### src/rtl/pslip_round_ctrl.sv
// pslip_round_ctrl: per-slot round sequencer for the pSLIP priority scheduler.
// Snapshots VOQ head priorities, launches the scheduler, counts iteration strobes
// under a watchdog, then publishes the match matrix to the crossbar by valid/ready.
// Optional build macro: PSLIP_EARLY_TERM_EN ends a round early once two consecutive
// strobes carry the same decision (scheduler convergence).
module pslip_round_ctrl #(
    parameter int unsigned N       = 4,
    parameter int unsigned P       = 16,
    parameter int unsigned C       = $clog2(P),
    parameter int unsigned ITER    = 4,
    parameter int unsigned TIMEOUT = 64
) (
    input  logic                             clk,
    input  logic                             reset,
    input  logic                             slot_start,
    input  logic [C-1:0][0:N-1][0:N-1]       voq_pri,
    input  logic                             err_clr,
    output logic                             sched_start,
    output logic [C-1:0][0:N-1][0:N-1]       sched_req,
    input  logic                             sched_ready,
    input  logic [N-1:0][N-1:0]              sched_decision,
    output logic [N-1:0][N-1:0]              xbar_cfg,
    output logic                             xbar_valid,
    input  logic                             xbar_ready,
    output logic                             busy,
    output logic [$clog2(ITER+1)-1:0]        iter_cnt,
    output logic                             overrun_err,
    output logic                             timeout_err
);

    localparam int unsigned IW = $clog2(ITER + 1);
    localparam int unsigned WW = $clog2(TIMEOUT + 1);

    typedef enum logic [1:0] {StIdle, StLaunch, StIter, StPublish} state_e;

    state_e        state_q;
    logic [WW-1:0] wdog_q;
    logic [IW-1:0] iter_next;
    logic          iter_done;
    logic          dec_legal;

`ifdef PSLIP_EARLY_TERM_EN
    logic [N-1:0][N-1:0] prev_q;
    logic                converged;
`endif

    // A legal match has at most one bit per row (input) and per column (output).
    function automatic logic match_legal(input logic [N-1:0][N-1:0] d);
        logic         ok;
        logic [N-1:0] col;
        ok = 1'b1;
        for (int i = 0; i < N; i++) begin
            if (!$onehot0(d[i])) ok = 1'b0;
        end
        for (int j = 0; j < N; j++) begin
            for (int i = 0; i < N; i++) col[i] = d[i][j];
            if (!$onehot0(col)) ok = 1'b0;
        end
        return ok;
    endfunction

    // Strobe bookkeeping: saturating next count, round-complete and legality decode.
    always_comb begin
        iter_next = (iter_cnt == IW'(ITER)) ? iter_cnt : iter_cnt + 1'b1;
        iter_done = (iter_next == IW'(ITER));
        dec_legal = match_legal(sched_decision);
`ifdef PSLIP_EARLY_TERM_EN
        // Needs a previous strobe from this round, hence iter_cnt != 0.
        converged = (iter_cnt != '0) && (sched_decision == prev_q);
        iter_done = iter_done | converged;
`endif
    end

    // Round FSM with registered outputs and sticky error flags.
    always_ff @(posedge clk or negedge reset) begin
        if (!reset) begin
            state_q     <= StIdle;
            wdog_q      <= '0;
            sched_start <= 1'b0;
            sched_req   <= '0;
            xbar_cfg    <= '0;
            xbar_valid  <= 1'b0;
            busy        <= 1'b0;
            iter_cnt    <= '0;
            overrun_err <= 1'b0;
            timeout_err <= 1'b0;
`ifdef PSLIP_EARLY_TERM_EN
            prev_q      <= '0;
`endif
        end else begin
            sched_start <= 1'b0;
            // Clear first so a same-cycle set below takes precedence.
            if (err_clr) begin
                overrun_err <= 1'b0;
                timeout_err <= 1'b0;
            end
            if (slot_start && (state_q != StIdle)) overrun_err <= 1'b1;

            unique case (state_q)
                StIdle: begin
                    if (slot_start) begin
                        sched_req   <= voq_pri;
                        iter_cnt    <= '0;
                        wdog_q      <= '0;
                        sched_start <= 1'b1;
                        busy        <= 1'b1;
                        state_q     <= StLaunch;
                    end
                end
                StLaunch: begin
                    state_q <= StIter;
                end
                StIter: begin
                    if (sched_ready) begin
                        iter_cnt <= iter_next;
                        wdog_q   <= '0;
`ifdef PSLIP_EARLY_TERM_EN
                        prev_q   <= sched_decision;
`endif
                        if (iter_done) begin
                            // An illegal match is a scheduler fault: publish nothing.
                            xbar_cfg   <= dec_legal ? sched_decision : '0;
                            xbar_valid <= 1'b1;
                            state_q    <= StPublish;
                            if (!dec_legal) timeout_err <= 1'b1;
                        end
                    end else if (wdog_q == WW'(TIMEOUT - 1)) begin
                        xbar_cfg    <= '0;
                        xbar_valid  <= 1'b1;
                        timeout_err <= 1'b1;
                        state_q     <= StPublish;
                    end else begin
                        wdog_q <= wdog_q + 1'b1;
                    end
                end
                StPublish: begin
                    if (xbar_ready) begin
                        xbar_valid <= 1'b0;
                        busy       <= 1'b0;
                        state_q    <= StIdle;
                    end
                end
                default: state_q <= StIdle;
            endcase
        end
    end

endmodule

### config.mk
export PLATFORM = sky130hd
export DESIGN_NAME = pslip_round_ctrl
export DESIGN_NICKNAME = d
export VERILOG_FILES = /design/src/rtl/pslip_round_ctrl.sv
export SDC_FILE = /design/constraint.sdc
export NUM_CORES = 1
export LEC_CHECK = 0
export ABC_CLOCK_PERIOD_IN_PS = 2000
export CORE_ASPECT_RATIO = 1.2
export CORE_MARGIN = 1.5
export CORE_UTILIZATION = 40
export DETAILED_ROUTE_END_ITERATION = 6
export PLACE_DENSITY_LB_ADDON = 0.2
export SLEW_MARGIN = 5
export SYNTH_ARGS = -nofsm -noshare
export SYNTH_HDL_FRONTEND = slang
export SYNTH_SLANG_ARGS = --single-unit
### constraint.sdc
create_clock -name clk -period 2 [get_ports clk]
set_clock_uncertainty 0.15 [all_clocks]
set_input_delay 0.4 -clock clk [delete_from_list [all_inputs] [get_ports clk]]
set_output_delay 0.4 -clock clk [all_outputs]
set_load 0.05 [all_outputs]
* Word level (Yosys, flattened, before mapping)
Cells that the tools add are included.
** Operators by class
- Add/sub/neg operators :: 26
- Magnitude comparators :: 8
- Equality and inequality tests :: 13
- Multiplexer cells :: 43
- Reduce and logical (&&, ||, !) cells :: 15
** Operators with widths (number)
- 16-bit two-way mux :: 4
- 1-bit by 1-bit adder with 2-bit output :: 16
- 2-bit by 2-bit adder with 3-bit output :: 8
- 3-bit by 1-bit less-or-equal comparator with 1-bit output, second input constant :: 8
- 1-bit two-way mux :: 23
- 7-bit two-way mux :: 3
- 7-bit case mux with 2 select lines :: 1
- 3-bit AND reduction :: 4
- 2-bit nonzero test :: 6
- 2-bit two-way mux :: 5
- 3-bit two-way mux :: 3
- 3-bit inequality test, second input constant :: 3
- 2-bit case mux with 4 select lines :: 1
- 4-bit AND reduction :: 2
- 7-bit by 1-bit adder with 7-bit output, second input constant :: 1
- 7-bit by 6-bit equality test with 1-bit output, second input constant :: 1
- 3-bit equality test, second input constant :: 2
- 2-bit inequality test, second input constant :: 3
- 3-bit case mux with 2 select lines :: 1
- 2-bit equality test, second input constant :: 2
- 1-bit case mux with 2 select lines :: 2
- 3-bit by 1-bit adder with 3-bit output, second input constant :: 1
- 2-bit by 1-bit equality test with 1-bit output, second input constant :: 1
- 2-bit logical NOT :: 1
- 3 further kinds :: 3
** Storage, ports and cells
- Register bits :: 97
- Input bits :: 86
- Output and inout bits :: 88
- Logic and storage cells :: 133

* Longest topological paths before layout
Gate-level depths: netlist of the first run.
- Word-level depth :: 15
- Depth in mapped cells :: 13
- Depth with buffers taken out :: 11

* Least setup slack after synthesis of the first run
Ideal clock, no wire load.
- Path kind :: input -> register
- Start point :: input port sched_decision[4] in the netlist's numbering
- End point :: register xbar_cfg[6] in the netlist's numbering
- Library setup time :: 64 ps
- Data arrival time :: 2682 ps
- Required time :: 1786 ps
- Slack :: -896 ps
- Stages on the path :: 13
- Path buffers :: 2
- Path through :: inv_1 fa_1 inv_1 ha_1 inv_1 ha_1 nor3b_1 o22ai_1 nor4_1 and2_1 clkbuf_2 buf_2 a31o_2
** On the way
- Cells in the longest elaborated chain, start to end :: 13
- Elaborated cells on any way between the ends :: 16
- Classes of those cells :: add/sub (4); order compare (2); mux (10)
** RTL lines
- start: declaration :: line 21 : input logic [N-1:0][N-1:0] sched_decision,
- 1-bit by 1-bit adder with 2-bit output (implied by the code) :: line 53 : if (!$onehot0(d[i])) ok = 1'b0;
- 2-bit by 2-bit adder with 3-bit output (implied by the code) :: line 53
- 3-bit by 1-bit less-or-equal comparator with 1-bit output (implied by the code) :: line 53
- 1-bit two-way mux (3 in series) :: line 53
- 1-bit two-way mux * (4 in series) :: line 57 : if (!$onehot0(col)) ok = 1'b0;
- 16-bit two-way mux * :: line 122 : xbar_cfg <= dec_legal ? sched_decision : '0;
- 16-bit two-way mux * :: line 120 : if (iter_done) begin
- 16-bit two-way mux * :: line 114 : if (sched_ready) begin
- end signal: assignment :: line 122
- end: declaration :: line 22 : output logic [N-1:0][N-1:0] xbar_cfg,
Mark *: on every way between the ends. The rest lies on a longest branch, timed or not. The select of a mux whose other input is x is not followed.
A chain may end at the register's enable or synchronous reset.

* Final worst setup path of the first run
- Start point :: input port sched_decision[8] in the netlist's numbering
- End point :: register xbar_cfg[8] in the netlist's numbering
** On the way
- Cells in the longest elaborated chain, start to end :: 12
- Elaborated cells on any way between the ends :: 15
- Classes of those cells :: add/sub (4); order compare (2); mux (9)
** RTL lines (line)
- 1-bit by 1-bit adder with 2-bit output (implied by the code) :: 53
- 2-bit by 2-bit adder with 3-bit output (implied by the code) :: 53
- 3-bit by 1-bit less-or-equal comparator with 1-bit output (implied by the code) :: 53
- 1-bit two-way mux (2 in series) :: 53
- 1-bit two-way mux (4 in series) :: 57
- 16-bit two-way mux * :: 122
- 16-bit two-way mux * :: 120
- 16-bit two-way mux * :: 114
Marks and branches as above.

==> flow_summary.json, run 1 <==
{
  "outcome": "finished, violations left",
  "violations": "setup timing",
  "rr_startpoint": "iter_cnt[0]",
  "slew_headroom_pct": 65.9,
  "max_stage_delay_ns": 0.54,
  "final_antenna_net_count": 0,
  "track_usage_pct": 19.8,
  "final_area_sq_um": 7210,
  "seq_area_frac_synth_pct": 52.9,
  "worst_pin_slew_ns": 0.512,
  "synth_edf_count": 0,
  "placed_area_sq_um": 6680,
  "dp_hpwl_um": 8520,
  "crit_slowest_cell": "fa_1",
  "drt_iter0_drc": 49,
  "clock_latency_ns": 0.34,
  "fmaxAchievable_mhz": 391,
  "ff_latch_area_sq_um": 2430,
  "maxSlewViolCount": 0,
  "synth_top_flop_cell": "dfrtp_1",
  "dieArea_sq_um": 12100,
  "antenna_found_initial": 0,
  "peakVddDrop_uv": 764,
  "syn_to_final_growth_pct": 57.2,
  "met1_length_um": 4880,
  "setup_violations": 18,
  "num_vias": 3629,
  "finalNonFillerCells": 737,
  "cts_inserted_buffers": 9,
  "die_w_um": 101,
  "ys_warn_count": 0,
  "syn_nets": 473,
  "clkTransAtPathRegs_ns": 0.07,
  "tritoncts": "built",
  "yosys_register_bits": 97,
  "wl_met3_um": 781,
  "layout.nets": 693,
  "syn_inst": 358,
  "rsz0062_at_grt": "yes",
  "cellLeakagePower_nw": 3.30,
  "crit_path_end_kind": "flip-flop",
  "grt_pass1_vias": 3790,
  "synth_top_area_share_pct": 52.9,
  "crit_type": "input pin to flip-flop",
  "period_share_pct": 128,
  "path_max_fanout": 6,
  "cp_num_buf_inv": 5,
  "async_reset_ff_share_pct": 100,
  "drt-total-wl_um": 11600,
  "worstHoldStart": "sched_decision[0]",
  "cap_violations": 0,
  "met2_length_um": 5790,
  "portBuffers": 173,
  "grt_max_degree": 98,
  "cts.sink_count": 97,
  "overflow": 0,
  "p_per_area_nw_per_um2": 1490,
  "placedCellCount": 714,
  "synth_top_cell_by_area": "dfrtp_1",
  "synth_area_leaders": "dfrtp_1 53%, mux2_2 16%, ha_1 5.7%",
  "totalPowerFinal_mw": 10.7,
  "yosysUniqueCellTypes": 42,
  "crit_required_ns": 2.13,
  "gp_congestion": 0.819,
  "vias_per_cell": 4.92,
  "initial_core_util_pct": 41.4,
  "grt_pass1_wl_um": 18800,
  "hold_viol": 0,
  "drcViolationCount": 0,
  "ios": 174,
  "die_y_um": 120,
  "rows": 42,
  "crit_path_start": "sched_decision[8]",
  "core_area_sq_um": 11100,
  "worstPathArrival_ns": 2.69,
  "cts_buffer_depth": 2,
  "fin_crit_ns": 2.56,
  "layout_setup_ws_ns": -0.557,
  "clock-root-buffer": "clkbuf_16",
  "start_kind": "input pin",
  "drt-wirelength-per-cell_um": 15.8,
  "n_antenna_cell": 0,
  "h-tree-depth": 3,
  "syn_area_sq_um": 4590,
  "fillerInstances": 845,
  "dp_slack_ns": -1.43,
  "syn_area_per_cell_sq_um": 12.8,
  "worstPathCellList": "buf_2, inv_2, fa_1, inv_2, ha_4, inv_4, ha_4, nor3b_4, o22ai_2, nor4_4, and2_4, buf_12, a31o_2",
  "drtPass1Iterations": 4,
  "top_layer": "met4",
  "holdCritPathClass": "input pin to flip-flop",
  "multi_input_area_sq_um": 2190,
  "drive_gt1_share_pct": 49.1,
  "crit_family": "adder cells"
}
==> report_power, final <==
| group | switching [mW] | internal, mW | leakage [nW] |
|---|---|---|---|
| Combinational | 3.81 | 2.19 | 1.98 |
| Sequential | 0.378 | 2.71 | 1.20 |
| Clock | 0.764 | 0.860 | 0.130 |
==> registers in the layout, summed over array words and instances, names as in the netlist <==
name / count
sched_req: 64
xbar_cfg: 16
timeout_err: 1
xbar_valid: 1
sched_start: 1
busy: 1
wdog_q: 7
iter_cnt: 3
overrun_err: 1
state_q: 2
==> per-layer routing <==
metal	global-route usage, %	up-vias
li1	-	1695
met1	24.9	1783
met2	33.7	135
met3	4.28	16
met4	6.34	0
met5	0	-
==> stage by stage <==
stage | TNS [ns] | utilization (%) | hold WS, ns
after CTS | -9.07 | 64.5 | 0.150
after floorplan | -10.26 | - | -0.0456
after global routing | -11.09 | 65.0 | 0.138
after global placement | -24.17 | 60.3 | 0.340
after detailed placement | -27.21 | 60.3 | 0.345
final | -9.22 | 65.0 | 0.152
==> what timing repair did <==
action,in CTS,in global routing
hold buffers,1,0
setup buffers,5,1
gates resized for setup,83,19
pin swaps,25,8
endpoints found under the hold margin,16,0
cloned,1,0
endpoints found under the setup margin,19,20
==> layout make-up <==
cell class / count / area share (%)
clock buffers: 10 / 3.18
clock inverters: 6 / 0.694
well taps: 154 / 2.67
inverters: 36 / 2.08
repair buffers: 224 / 27.3
multi-input cells: 210 / 30.4
flip-flops and latches: 97 / 33.7
==> layout by cell type, fill, tap and decap left out, types with 9 or more instances in the layout <==
cell type and count:
a21boi_0 16, a31o_1 9, buf_4 131, clkbuf_16 9
clkdlybuf4s50_1 72, dfrtp_1 95, ha_1 10, inv_1 17
inv_2 15, mux2_2 65, nand2_1 11, o21ai_0 9
==> cells in the mapped netlist (all sizes together), types with 2 or more instances <==
| library cell | n |
|---|---|
| nor3 | 4 |
| inv | 36 |
| a21boi | 19 |
| nand4 | 2 |
| nand2b | 5 |
| mux2 | 66 |
| and2 | 3 |
| a21oi | 8 |
| nor2b | 2 |
| nand3b | 2 |
| clkbuf | 4 |
| nand2 | 11 |
| o21ai | 12 |
| ha | 21 |
| dfrtp | 97 |
| o22ai | 3 |
| nor3b | 5 |
| a22o | 4 |
| buf | 11 |
| o21a | 2 |
| nor2 | 4 |
| fa | 8 |
| a31o | 16 |
==> worst register-to-register path, delay by kind of cell (launching register included) <==
kind                       cells  cell delay (ns)
and+or+nand+nor                1             0.28
AOI/OAI and AO/OA              4             0.59
buffers and inverters          3             0.38
adders and majority gates      1             0.18
DFF                            1             0.42
==> path summary, 6_finish.rpt <==
path	end	slack [ns]	depth (start not counted)
min in group asynchronous	sched_req[54]	0.51	3
max reg2reg	xbar_cfg[1]	-0.09	9
min	xbar_cfg[0]	0.15	2
max in group asynchronous	iter_cnt[1]	0.76	3
max	xbar_cfg[8]	-0.56	13
min reg2reg	sched_req[45]	0.36	1
==> logic make-up (layout without fill, tap and decap cells) <==
logic type / Yosys count / in the layout / share of synthesized area (%)
flops: 97 / 97 / 52.9
compound gates: 71 / 71 / 11.4
mux: 67 / 67 / 16.4
buf+inv: 51 / 276 / 4.72
simple gates: 43 / 43 / 5.35
fa+ha+maj: 29 / 29 / 9.22
(Power assumes the default switching activity.)
==> run 2, diff against run 1 <==
- CAP_MARGIN: default -> 20
- CORE_UTILIZATION: 40 -> 30
==> flow_summary.json, run 2 (same netlist as run 1, synthesis figures left out) <==
{
  "num_vias": 3570,
  "p_per_area_nw_per_um2": 1500,
  "placed_area_sq_um": 6720,
  "dp_hpwl_um": 8940,
  "p_int_mw": 5.93,
  "hold_viol": 0,
  "dieArea_sq_um": 16000,
  "path_max_fanout": 4,
  "worstPathCellList": "buf_6, inv_2, fa_1, inv_1, ha_4, buf_6, ha_2, nor3b_2, o22ai_2, nor4_2, and2_4, buf_4, a31o_2",
  "layout_setup_ws_ns": -0.495,
  "seqPwrFrac_pct": 28.4,
  "crit_type": "input pin to flip-flop",
  "grt_pass1_vias": 3706,
  "slew_headroom_pct": 75.8,
  "fmaxAchievable_mhz": 401,
  "clock-root-buffer": "clkbuf_16",
  "dp_slack_ns": -1.48,
  "worstPathArrival_ns": 2.63,
  "reg_top3": "sched_req: 64 flops, xbar_cfg: 16 flops, wdog_q: 7 flops",
  "track_usage_pct": 14.4,
  "start_kind": "input pin",
  "largest_reg_flops": 64,
  "cts.sink_count": 97,
  "drtPass1Iterations": 4,
  "tns_ns": -8.09,
  "die_y_um": 138,
  "gp_congestion": 0.778,
  "clock_power_share_pct": 16.4,
  "n_antenna_cell": 0,
  "ff_latch_area_sq_um": 2430,
  "period_share_pct": 125,
  "peakVddDrop_uv": 437,
  "clock_latency_ns": 0.34,
  "pwr-share-comb_pct": 55.2,
  "drt_iter0_drc": 102,
  "setup_violations": 17,
  "rows": 49,
  "violations": "setup timing",
  "final_cell_mix": "134 x buf_4, 95 x dfrtp_1, 72 x clkdlybuf4s50_1, 65 x mux2_2, 18 x inv_1",
  "crit_required_ns": 2.13,
  "holdCritPathClass": "input pin to flip-flop",
  "crit_path_end_kind": "flip-flop",
  "ios": 174,
  "tritoncts": "built",
  "antenna_found_initial": 0,
  "finalNonFillerCells": 791,
  "crit_slowest_cell": "fa_1",
  "worst_pin_slew_ns": 0.363,
  "hold-worst-slack_ns": 0.142,
  "grt_max_degree": 48,
  "syn_to_final_growth_pct": 57.8,
  "maxSlewViolCount": 0,
  "overflow": 0,
  "h-tree-depth": 3,
  "cap_violations": 0,
  "layout.nets": 697,
  "drt-total-wl_um": 11900,
  "cts_buffer_depth": 2,
  "vias_per_cell": 4.51,
  "placedCellCount": 764,
  "switching_share_pct": 45.6,
  "fillerInstances": 1424,
  "initial_core_util_pct": 30.7,
  "crit_top_cell": "buf_6",
  "drive_gt1_share_pct": 49.1,
  "switchingPower_mw": 4.96,
  "multi_input_area_sq_um": 2120,
  "cellLeakagePower_nw": 3.30,
  "totalPowerFinal_mw": 10.9,
  "drcViolationCount": 0,
  "portBuffers": 173,
  "rsz0062_at_grt": "yes",
  "max_stage_delay_ns": 0.52,
  "die_w_um": 116,
  "final_area_sq_um": 7230,
  "cts_inserted_buffers": 9,
  "fin_crit_ns": 2.50,
  "grt_pass1_wl_um": 18300,
  "core_area_sq_um": 15000,
  "fin_util_pct": 48.4,
  "clkTransAtPathRegs_ns": 0.07,
  "mostFrequentLayoutCell": "buf_4",
  "drt-wirelength-per-cell_um": 15.1,
  "top_register": "sched_req",
  "crit_family": "adder cells",
  "cp_num_buf_inv": 5,
  "final_antenna_net_count": 0,
  "outcome": "finished, violations left"
}
==> run 2: changes by cell type in the layout (fill, tap and decap cells not counted), sizes merged <==
| cell | previous run | this run |
|---|---|---|
| buf | 150 | 151 |
| bufinv | 0 | 1 |
| clkdlybuf4s15 | 0 | 2 |
| inv | 39 | 38 |
| clkbuf | 11 | 12 |
==> run 2: routing by layer <==
layer	track usage, %	vias to the layer above	routed length, um
met3	3.55	8	853
met5	0	-	0
li1	-	1705	-
met2	23.9	130	5630
met4	4.11	0	130
met1	18.5	1727	5300
==> run 2: repair_timing <==
item	CTS	global route
setup buffers	6	3
pin swaps	19	17
hold buffers	1	0
resized for setup	73	11
endpoints found under the setup margin	19	39
cloned	0	1
hold endpoints to repair	23	0
==> run 2: power groups by stage <==
stage | clock, mW | sequential [mW] | combinational (mW)
detailed placement | 0 | 3.15 | 5.88
CTS | 1.84 | 3.11 | 5.94
floorplan | 0 | 5.60 | 1.45
finish | 1.78 | 3.09 | 6.01
global route | 1.91 | 3.20 | 6.33
global placement | 0 | 3.11 | 5.84
==> run 2: final timing paths <==
check | end | depth (start not counted) | startpoint | slack, ns
min | xbar_cfg[3] | 2 | sched_decision[3] | 0.14
max reg2reg | xbar_cfg[9] | 7 | iter_cnt[1] | -0.13
min reg2reg | sched_req[20] | 1 | sched_req[20] | 0.36
max in group asynchronous | sched_req[12] | 3 | reset | 0.75
max | xbar_cfg[9] | 13 | sched_decision[9] | -0.50
min in group asynchronous | sched_req[47] | 2 | reset | 0.36
==> run 2: area by class of cell <==
type	instances	area share [%]
flip-flops and latches	97	33.6
clock buffers	10	3.16
clock inverters	6	1.05
well taps	204	3.53
repair buffers	228	27.3
multi-input cells	210	29.3
inverters	36	2.04
==> run 2: worst reg2reg max path, cell delays in order (launching register included) <==
cell and delay [ns]:
dfrtp_2 0.45, ha_4 0.19, and3b_1 0.17, a311oi_2 0.28, o22ai_2 0.15, buf_6 0.15
and2_4 0.22, a31o_2 0.26
